`config.mk`:
```
export PLATFORM = sky130hd
export DESIGN_NAME = riscv_fetch_unit
export DESIGN_NICKNAME = d
export VERILOG_FILES = /design/src/rtl/riscv_fetch_pkg.sv /design/src/rtl/riscv_fetch_unit_fifo.sv /design/src/rtl/riscv_fetch_unit.sv
export SDC_FILE = /design/constraint.sdc
export NUM_CORES = 1
export LEC_CHECK = 0
export ABC_AREA = 1
export CORE_AREA = 2 2 132 230
export CTS_CLUSTER_SIZE = 20
export DETAILED_ROUTE_END_ITERATION = 8
export DIE_AREA = 0 0 134 232
export GPL_ROUTABILITY_DRIVEN = 1
export HOLD_SLACK_MARGIN = 0.08
export PLACE_DENSITY = 0.75
export SLEW_MARGIN = 10
export SYNTH_ARGS = -nofsm -noshare
export SYNTH_HDL_FRONTEND = slang
export SYNTH_HIERARCHICAL = 1
export SYNTH_SLANG_ARGS = --single-unit
```
`constraint.sdc`:
```
create_clock -name clk -period 12.25 [get_ports clk]
set_input_delay 2.45 -clock clk [delete_from_list [all_inputs] [get_ports clk]]
set_output_delay 2.45 -clock clk [all_outputs]
set_load 0.02 [all_outputs]
```
`src/rtl/riscv_fetch_pkg.sv`:
```
// Shared types and constants for the instruction fetch stage.
// RISCV_FETCH_MISALIGN_EN (optional) enables the FAULT state and instr_misalign output.
package riscv_fetch_pkg;

    localparam int unsigned XLEN = 32;
    localparam logic [XLEN-1:0] PC_STEP   = 32'd4;
    localparam logic [XLEN-1:0] NOP_INSTR = 32'h0000_0013;

    typedef enum logic [1:0] {
        FETCH,
        WAIT,
        DISCARD,
        FAULT
    } fetch_state_t;

    typedef struct packed {
        logic [XLEN-1:0] pc;
        logic [XLEN-1:0] instr;
    } fetch_entry_t;

endpackage

```
`src/rtl/riscv_fetch_unit_fifo.sv`:
```
// Prefetch FIFO of {pc, instr} entries; pointers wrap modulo DEPTH (power of two).
// A flush together with a push leaves exactly the pushed entry in the FIFO.
module fetch_fifo
    import riscv_fetch_pkg::*;
#(
    parameter int unsigned DEPTH = 4
) (
    input  logic                     clk,
    input  logic                     rst,
    input  logic                     push,
    input  fetch_entry_t             push_data,
    input  logic                     pop,
    input  logic                     flush,
    output logic                     full,
    output logic                     empty,
    output logic [$clog2(DEPTH):0]   count,
    output fetch_entry_t             head
);

    localparam int unsigned AW = $clog2(DEPTH);
    localparam logic [AW:0] CNT_FULL = (AW+1)'(DEPTH);

    fetch_entry_t    mem [DEPTH];
    logic [AW-1:0]   wr_ptr;
    logic [AW-1:0]   rd_ptr;
    logic [AW:0]     cnt;
    logic            pop_ok;
    logic            push_ok;

    assign full    = (cnt == CNT_FULL);
    assign empty   = (cnt == '0);
    assign count   = cnt;
    assign head    = mem[rd_ptr];
    assign pop_ok  = pop & ~empty;
    assign push_ok = push & (~full | pop_ok);

    always_ff @(posedge clk or negedge rst) begin
        if (!rst) begin
            wr_ptr <= '0;
            rd_ptr <= '0;
            cnt    <= '0;
        end else if (flush) begin
            rd_ptr <= '0;
            wr_ptr <= AW'(push);
            cnt    <= (AW+1)'(push);
        end else begin
            if (push_ok) wr_ptr <= wr_ptr + 1'b1;
            if (pop_ok)  rd_ptr <= rd_ptr + 1'b1;
            case ({push_ok, pop_ok})
                2'b10:   cnt <= cnt + 1'b1;
                2'b01:   cnt <= cnt - 1'b1;
                default: cnt <= cnt;
            endcase
        end
    end

    always_ff @(posedge clk) begin
        if (flush) begin
            if (push) mem[0] <= push_data;
        end else if (push_ok) begin
            mem[wr_ptr] <= push_data;
        end
    end

endmodule

```
`src/rtl/riscv_fetch_unit.sv`:
```
// Instruction fetch stage: one outstanding req/ack fetch feeding a prefetch FIFO.
// Define RISCV_FETCH_MISALIGN_EN to trap misaligned redirect targets into FAULT.
module riscv_fetch_unit
    import riscv_fetch_pkg::*;
#(
    parameter int unsigned     DEPTH    = 4,
    parameter logic [XLEN-1:0] RESET_PC = 32'h0000_0000
) (
    input  logic            clk,
    input  logic            rst,
    output logic            mem_req,
    output logic [XLEN-1:0] mem_addr,
    input  logic            mem_ack,
    input  logic [XLEN-1:0] mem_rdata,
    input  logic            redirect,
    input  logic [XLEN-1:0] redirect_pc,
    output logic            instr_valid,
    output logic [XLEN-1:0] instr,
    output logic [XLEN-1:0] instr_pc,
`ifdef RISCV_FETCH_MISALIGN_EN
    output logic            instr_misalign,
`endif
    input  logic            instr_ready
);

    fetch_state_t           state;
    logic [XLEN-1:0]        fetch_pc;
    logic [XLEN-1:0]        target_pc;
    logic                   bad_target;
    logic                   fifo_push;
    logic                   fifo_pop;
    fetch_entry_t           fifo_wdata;
    fetch_entry_t           fifo_head;
    logic                   fifo_full;
    logic                   fifo_empty;
    logic [$clog2(DEPTH):0] fifo_count;
    logic                   unused_count;

`ifdef RISCV_FETCH_MISALIGN_EN
    logic misalign_q;
    assign target_pc      = redirect_pc;
    assign bad_target     = redirect & (redirect_pc[1:0] != 2'b00);
    assign instr_misalign = misalign_q & instr_valid;
`else
    assign target_pc  = redirect_pc & ~32'h3;
    assign bad_target = 1'b0;
`endif

    assign unused_count = ^fifo_count;
    assign instr_valid  = ~fifo_empty;
    assign instr        = instr_valid ? fifo_head.instr : '0;
    assign instr_pc     = instr_valid ? fifo_head.pc    : '0;
    assign fifo_pop     = instr_valid & instr_ready & ~redirect;

    // A misaligned redirect flushes and pushes the NOP marker in the same edge.
    always_comb begin
        fifo_push  = 1'b0;
        fifo_wdata = '{pc: mem_addr, instr: mem_rdata};
        if (redirect) begin
            if (bad_target) begin
                fifo_push  = 1'b1;
                fifo_wdata = '{pc: target_pc, instr: NOP_INSTR};
            end
        end else if (state == WAIT && mem_ack) begin
            fifo_push = 1'b1;
        end
    end

    fetch_fifo #(.DEPTH(DEPTH)) u_fifo (
        .clk       (clk),
        .rst       (rst),
        .push      (fifo_push),
        .push_data (fifo_wdata),
        .pop       (fifo_pop),
        .flush     (redirect),
        .full      (fifo_full),
        .empty     (fifo_empty),
        .count     (fifo_count),
        .head      (fifo_head)
    );

    always_ff @(posedge clk or negedge rst) begin
        if (!rst) begin
            state    <= FETCH;
            mem_req  <= 1'b0;
            mem_addr <= RESET_PC;
            fetch_pc <= RESET_PC;
`ifdef RISCV_FETCH_MISALIGN_EN
            misalign_q <= 1'b0;
`endif
        end else if (redirect) begin
            fetch_pc <= target_pc;
`ifdef RISCV_FETCH_MISALIGN_EN
            misalign_q <= bad_target;
`endif
            if (mem_req && mem_ack) mem_req <= 1'b0;
            // An unacked request stays on the bus; FAULT or DISCARD absorbs its ack.
            if (bad_target)               state <= FAULT;
            else if (mem_req && !mem_ack) state <= DISCARD;
            else                          state <= FETCH;
        end else begin
            case (state)
                FETCH: begin
                    if (!fifo_full) begin
                        mem_req  <= 1'b1;
                        mem_addr <= fetch_pc;
                        state    <= WAIT;
                    end
                end
                WAIT: begin
                    if (mem_ack) begin
                        mem_req  <= 1'b0;
                        fetch_pc <= fetch_pc + PC_STEP;
                        state    <= FETCH;
                    end
                end
                DISCARD: begin
                    if (mem_ack) begin
                        mem_req <= 1'b0;
                        state   <= FETCH;
                    end
                end
                default: begin
                    if (mem_ack) mem_req <= 1'b0;
                end
            endcase
        end
    end

endmodule

```
=== Word-level counts from Yosys, hierarchy flattened ===
Memories as Yosys holds them, arrays and structs flattened.
Cells that the tools add are included.

* Latch bits: 0
* Memory bits (writable): 256
* Flip-flop bits (word level): 74
* Memory bits (read-only): 0
* Memories: 1
* Logic and storage cells: 80

{| class="wikitable"
|+ Memory list
! memory !! depth !! width !! read ports !! clocked after Yosys merged registers in !! write ports !! line !! RTL
|-
| u_fifo.mem || 4 || 64 || 1 || 0 || 1 || riscv_fetch_unit_fifo.sv:23 || <nowiki>fetch_entry_t mem [DEPTH];</nowiki>
|}

* Div/mod/pow operators: 0
* Multipliers: 0
* $add $sub $neg: 5
* Reductions and logical operators: 19
* Equality and inequality tests: 8
* Mux-type cells: 32
* Bitwise logic cells: 8
* Shift-type cells: 0
* Magnitude comparators: 0

{| class="wikitable"
|+ Operator list
! operator !! number
|-
| 2-to-1 mux 32 bit || 5
|-
| 2-to-1 mux 64 bit || 1
|-
| OR reduction 64 bit || 1
|-
| adder 32 x 3 -> 32 bit (second input constant) || 1
|-
| 2-to-1 mux 2 bit || 9
|-
| 2-to-1 mux 1 bit || 14
|-
| AND reduction 3 bit || 3
|-
| nonzero test 3 bit || 3
|-
| nonzero test 2 bit || 4
|-
| one-hot mux 3 bit (2 select lines) || 1
|-
| adder 2 x 1 -> 2 bit (second input constant) || 2
|-
| bitwise AND 1 bit || 4
|-
| == test 2 x 1 -> 1 bit (second input constant) || 2
|-
| == test 2 bit (second input constant) || 2
|-
| one-hot mux 2 bit (2 select lines) || 1
|-
| adder 3 x 1 -> 3 bit (second input constant) || 1
|-
| == test 3 bit (second input constant) || 1
|-
| logical AND 1 bit || 3
|-
| zero test 3 bit || 1
|-
| 2-to-1 mux 3 bit || 1
|-
| != test 3 x 1 -> 1 bit (second input constant) || 1
|-
| != test 3 bit (second input constant) || 1
|-
| inverter 1 bit || 3
|-
| subtractor 3 x 1 -> 3 bit (second input constant) || 1
|-
| other kinds (6) || 6
|}

=== Logic depth before layout (Yosys ltp) ===
* Depth in word-level cells: 12
* Depth in mapped cells: 16

=== Modules after synthesis ===
Netlist, hierarchy kept.

{| class="wikitable"
|+ Modules (own cells, without submodules)
! module !! times used !! cells each !! area each (sq um) !! sequential area each (sq um)
|-
| fetch_fifo || 1 || 681 || 9922.0 || 7862.5
|-
| riscv_fetch_unit || 1 || 632 || 4249.1 || 1576.5
|}

=== Least setup slack after synthesis ===
Ideal clock, no wire load.

* Kind: input port to flip-flop
* From: input redirect
* To: memory u_fifo/mem[0][0] (netlist bit), enable pin
* Data arrival time: 6.062 ns
* Setup time: 0.487 ns
* Cell stages on the path: 8
* Path slack: 5.701 ns
* Required time: 11.763 ns
* Path through: buf_4 > clkbuf_1 > nor2_1 > inv_1 > nand3_1 > nand2_1 > o21a_1 > nor2_1

* Word-level cells in the longest chain between the ends: 10
* Elaborated cells between the ends (all ways): 15
* Classes of those cells: mux: 9; bitwise: 5; reduce/logical: 1

{| class="wikitable"
|+ Ends and longest elaborated chain
! what !! line !! RTL
|-
| start, declared || riscv_fetch_unit.sv:15 || <nowiki>input logic redirect,</nowiki>
|-
| inverter 1 bit (no source line) (*) || n/a ||
|-
| bitwise AND 1 bit (*) || riscv_fetch_unit.sv:53 || <nowiki>assign fifo_pop = instr_valid & instr_ready & ~redirect;</nowiki>
|-
| via fifo_pop || riscv_fetch_unit.sv:31 || <nowiki>logic fifo_pop;</nowiki>
|-
| bitwise AND 1 bit (*) || riscv_fetch_unit_fifo.sv:34 || <nowiki>assign pop_ok = pop & ~empty;</nowiki>
|-
| OR 1 bit (*) || riscv_fetch_unit_fifo.sv:35 || <nowiki>assign push_ok = push & (~full | pop_ok);</nowiki>
|-
| bitwise AND 1 bit (*) || riscv_fetch_unit_fifo.sv:35 ||
|-
| 2-to-1 mux 1 bit (*) || riscv_fetch_unit_fifo.sv:60 || <nowiki>end else if (push_ok) begin</nowiki>
|-
| 2-to-1 mux 1 bit (*) || riscv_fetch_unit_fifo.sv:58 || <nowiki>if (flush) begin</nowiki>
|-
| 2-to-1 mux 1 bit (not written as such) (*) || riscv_fetch_unit_fifo.sv:61 || <nowiki>mem[wr_ptr] <= push_data;</nowiki>
|-
| OR reduction 64 bit (no source line) || n/a ||
|-
| 2-to-1 mux 2 bit (no source line) / 2-to-1 mux 1 bit (equally long branches) || n/a ||
|-
| end, declared || riscv_fetch_unit_fifo.sv:23 ||
|}

The timed path passes the listed nets; every way through them passes the cells marked *.

==> flow_summary.yaml <==
outcome:
  status: "complete, no violations"
routing:
  drc: 0
  drt-vias-per-instance: 5.291
  avgRoutedWirePerCell_um: 17.39
  dr.pass1.iters: 4
  wl_mm: 32.42
  drt_iter0_markers: 529
  vias: 9863
  antenna_left: 0
clock_tree:
  cts.clk_slew.worst_paths_ns: 0.07
  cts_setup_buffers: 0
  cts_resized: 0
  clk_path_buf_depth: 3
  numCtsBuffers: 28
  cts_tree: "yes"
  worstSkewPairLatency_ns: 0.55
  cts_sinks: 326
  root_buffer: "clkbuf_16"
  ctsHoldBuffers: 0
  htree_num_levels: 1
timing:
  max_freq_mhz: 161.7
  fin_crit_sh: 0.5047
  rsz0062_at_grt: "false"
  worst_slew_pin_slew_ns: 0.9942
  finalCriticalPeriod_ns: 6.183
  timing.slew.headroom: 0.3372
  maxSlewViolCount: 0
  hold_violations: 0
  skew_ns: 0.01251
  setup-violations-final: 0
  fin_setup_tns_ns: 0
logic_synthesis:
  yosys.area_share.simple: 0.1477
  synth_compound_area_frac: 0.1104
  yosysSeqAreaShare: 0.6661
  synth_fa_ha_area_frac: 0.004061
  async_reset_ff_frac: 0.2147
  synth_top_area_cell: "edfxtp_1"
  synth.area.mux_share: 0
  netlist.area_leader.share: 0.5425
  synth-edff-count: 256
  synth.avg_cell_area_um2: 10.79
  synthCells: 1313
  synth_top_family_by_area: "simple AND/OR/NAND/NOR gates"
  synthTopCellsByCount: "256 x edfxtp_1, 237 x nor2_1, 190 x nand2_1"
  synth.most_common_cell: "edfxtp_1"
  synth-xor-area-share: 0.005562
  ys_warn_count: 6
  syn_area_um2: 14170
  synth-seq-cells: 326
  synth_flop_cell: "edfxtp_1"
  synth.area.top_cells: "edfxtp_1 54%, dfrtp_1 12%, nor2_1 6.3%"
  synth.distinct_cells: 41
critical_path:
  critPathMaxFanout: 87
  worst-setup-path-type: "flip-flop to output pin"
  start_kind: "flip-flop"
  required_ns: 9.80
  end_kind: "output pin"
  critical_path_arrival_ns: 3.73
floorplan:
  start_util: 0.4856
  coreArea_um2: 29180
  dieArea_um2: 31090
  ios: 167
  die_h_um: 232
  die_w_um: 134
  fp-row-count: 83
global_routing:
  antenna_found_initial: 0
  grt_max_degree: 88
  grt_overflow_total: 0
  grt_pass1_vias: 9923
  grt_pass1_wl_mm: 50.67
  grt.total_usage: 0.2098
power:
  p_per_area_nw_per_um2: 202.3
  p_total_mw: 3.425
  vdd_drop_max_v: 0.0001803
  p_leak_nw: 6.464
cells_and_area:
  final_layout_size_suffix_gt1_frac: 0.08103
  area_growth_pct: 19.49
  nets: 1533
run:
  drv_cap: 0
placement:
  hpwl_mm: 19.94
  port_buffers: 162
  gp_congestion: 0.9355
min_path:
  hold_class: "flip-flop to flip-flop"
## area by class of cell
type | instances | area [um^2]
clock inverter | 17 | 186.4
sequential | 326 | 9444
antenna | 1 | 2.502
fill | 2361 | 12250
multi-input combinational | 793 | 3854
clock buffer | 34 | 744.5
inverter | 137 | 516.7
tap | 382 | 478.0
timing repair buffer | 174 | 1707
## power breakdown
part	switching, mW	internal (mW)
Clock	0.379	0.515
Combinational	0.616	0.416
Sequential	0.134	1.36
## per-stage QoR
step	hold slack, ns	instances	area [um^2]	util	setup WS, ns
global route	0.5652	1863	16930	0.5802	5.822
global placement	0.5110	1812	16000	0.5483	6.507
floorplan	0.4481	1322	14200	-	5.701
finish	0.5348	1864	16930	0.5802	6.067
CTS	0.5399	1863	16930	0.5802	6.015
detailed placement	0.5247	1812	16000	0.5483	6.489
## path summary, 6_finish.rpt
check,cells after the start,endpoint,slack [ns],from
hold / removal,1,u_fifo/wr_ptr[1]$_DFFE_PN0P_,0.53,u_fifo/wr_ptr[1]$_DFFE_PN0P_
min in group asynchronous,2,mem_addr[24]$_DFFE_PN0P_,2.10,rst
setup reg to reg,15,u_fifo/mem[2][3]$_DFFE_PP_,8.12,u_fifo/count[0]$_DFFE_PN0P_
max in group asynchronous,2,u_fifo/rd_ptr[0]$_DFFE_PN0P_,9.43,rst
hold reg to reg,1,u_fifo/wr_ptr[1]$_DFFE_PN0P_,0.53,u_fifo/wr_ptr[1]$_DFFE_PN0P_
setup / recovery,7,instr_pc[4],6.07,u_fifo/rd_ptr[0]$_DFFE_PN0P_
## layer usage
| metal | wire length, um | vias to the layer above | global-route usage |
|---|---|---|---|
| met1 | 12290 | 4743 | 0.2337 |
| met2 | 17380 | 296 | 0.3934 |
| met5 | 0 | - | 0 |
| met3 | 1344 | 80 | 0.01921 |
| li1 | - | 4744 | - |
| met4 | 1411 | 0 | 0.1077 |
## layout by cell type (no fill, tap or decap), types with 2 or more instances in the layout
cell,synthesis,final
a21oi_1,6,6
buf_4,10,12
bufinv_16,0,4
clkbuf_1,29,5
clkbuf_16,0,29
clkdlybuf4s50_1,0,161
clkinv_1,1,8
clkinv_2,0,2
clkinvlp_4,0,4
conb_1,1,10
dfrtp_1,70,68
edfxtp_1,256,256
ha_1,3,3
inv_1,128,126
inv_2,7,9
nand2_1,190,190
nand2_2,4,4
nand2_4,2,2
nand3_1,48,48
nand3_2,2,2
nand4_1,3,3
nor2_1,237,234
nor2_2,7,7
nor2_4,7,10
nor3_1,2,2
o211ai_1,11,11
o21ai_0,96,96
o21ai_1,51,51
o21ai_2,30,30
o22ai_1,65,65
xor2_1,8,8
## cells by family (layout without fill, tap and decap cells)
kind of cell / Yosys count / after routing
adders and majority gates: 4 / 4
AOI/OAI and AO/OA: 265 / 265
buffers and inverters: 203 / 362
other: 1 / 11
DFF: 326 / 326
xor gates and xnor gates: 9 / 9
and+or+nand+nor: 505 / 505
## state kept, by name, indices dropped and copies added (netlist names)
signal         cells
mem_req            1
u_fifo/count       3
fetch_pc          30
u_fifo/mem       256
u_fifo/rd_ptr      2
mem_addr          30
u_fifo/wr_ptr      2
state              2
## worst max-delay path, cell delays in order, from the launching register on
cell and delay, ns:
dfrtp_4 0.68, inv_4 0.41, buf_4 0.79, nor2_1 0.09, o22ai_1 0.21, inv_1 0.06
nor2_1 0.19, clkdlybuf4s50_1 0.65
Power figures use the tool's default switching activity.
==> variant: new RTL, same flow settings <==
Build with the macro `RISCV_FETCH_MISALIGN_EN` defined.
--- a/src/rtl/riscv_fetch_unit.sv
+++ b/src/rtl/riscv_fetch_unit.sv
@@ -2,2 +2,4 @@
 // Define RISCV_FETCH_MISALIGN_EN to trap misaligned redirect targets into FAULT.
+`define RISCV_FETCH_MISALIGN_EN
+
 module riscv_fetch_unit
Function (old outputs only; new: instr_misalign): changed (Yosys sat finds a counterexample within 4 cycles, from zero or initial values and one cycle with rst low).
==> variant against the original RTL <==
Wire length grew 4.9%; sequential cell count grew 5; cell area grew 3.5%; count of clock-buffer cells in the layout grew 5; clock power shrank 0.9%; area after synthesis grew 4.5%; total power grew 8.6%; combinational power grew 23%; worst setup slack lost 0.13 ns; non-clock buffer count grew 3.
==> variant: results (changes against the original RTL) <==
* Status: finished clean (unchanged)
* Least-Margin Pin Slew at 1.19 ns (was 0.994 ns)
* Inst Count DP at 1963 (was 1812)
* Hold path depth at 2 (was 1)
* Largest cells by area after synthesis: edfxtp_1 (52%), dfrtp_1 (13%), nor2_1 (6.8%) (was edfxtp_1 (54%), dfrtp_1 (12%), nor2_1 (6.3%))
* Largest registers: u_fifo/mem (256), fetch_pc (32), mem_addr (32) (was u_fifo/mem (256), fetch_pc (30), mem_addr (30))
* Largest net degree at the start of global routing at 89 (was 88)
* WL/cell at 16.9 um (was 17.4 um)
* HP Start: state[1] (was u_fifo/wr_ptr[1])
* VDD IR max at 110 uV (was 180 uV)
* DR vias at 10697 (was 9863)
* Critical Path Fanout Max at 88 (was 87)
* Post-layout nets at 1683 (was 1533)
* Layout cell share with drive strength beyond 1 at 5.77% (was 8.10%)
* GP Congestion at 0.920 (was 0.936)
* Switching pwr at 1.26 mW (was 1.13 mW)
* WHS Endpoint: state[1] (was u_fifo/wr_ptr[1])
* Port Buffers at 167 (was 162)
* WHS at 0.505 ns (was 0.535 ns)
* Post-DP HPWL at 21900 um (was 19900 um)
* Syn Inst Count at 1477 (was 1313)
* Seq/Total Area, Yosys at 64.6% (was 66.6%)
* Clock-net power at 0.886 mW (was 0.894 mW)
* Post-synthesis xor/xnor area fraction at 0.414% (was 0.556%)
* CTS sink count at 331 (was 326)
* Worst Skew at 0.0176 ns (was 0.0125 ns)
* Num CTS Buffers at 27 (was 28)
* FFs w/ async S/R, synth at 22.7% (was 21.5%)
* Total power draw at 3.72 mW (was 3.42 mW)
* Detailed Route WL at 34000 um (was 32400 um)
* CP arrival at 3.86 ns (was 3.73 ns)
* Synth Area in Compound Gates at 11.0% (about the same)
* Antenna Cells at 0 (was 1)
* Lkg Pwr at 7.01 nW (was 6.46 nW)
==> variant: cell count changes after synthesis, sizes merged, moves of 13 or more <==
cell,unedited run,this run
inv,136,200
nand2,196,231
nand3,51,38
nor2,251,285
o21ai,177,198
o22ai,65,82
==> variant: cells by family (layout without fill, tap and decap cells) <==
kind of cell | count (synthesis) | after routing
compound gates | 298 | 298
xor+xnor | 7 | 7
fa+ha+maj | 4 | 4
buf+inv | 273 | 426
flops | 331 | 331
mux | 1 | 1
simple gates | 563 | 563
==> variant: layer usage <==
metal | vias up | GRT usage [%] | routed length, um
met4 | 0 | 12.2 | 1770
met2 | 393 | 38.8 | 17600
met1 | 5020 | 25.4 | 12800
li1 | 5180 | - | -
met3 | 104 | 2.31 | 1920
met5 | - | 0 | 0
==> variant: final cells by class <==
class                           count  area, um2
Fill cell                        2360      11700
Timing Repair Buffer              177       1740
Clock buffer                       39        751
Clock inverter                     10        163
Inverter                          200        753
Multi-Input combinational cell    873       4070
Sequential cell                   331       9570
Tap cell                          382        478
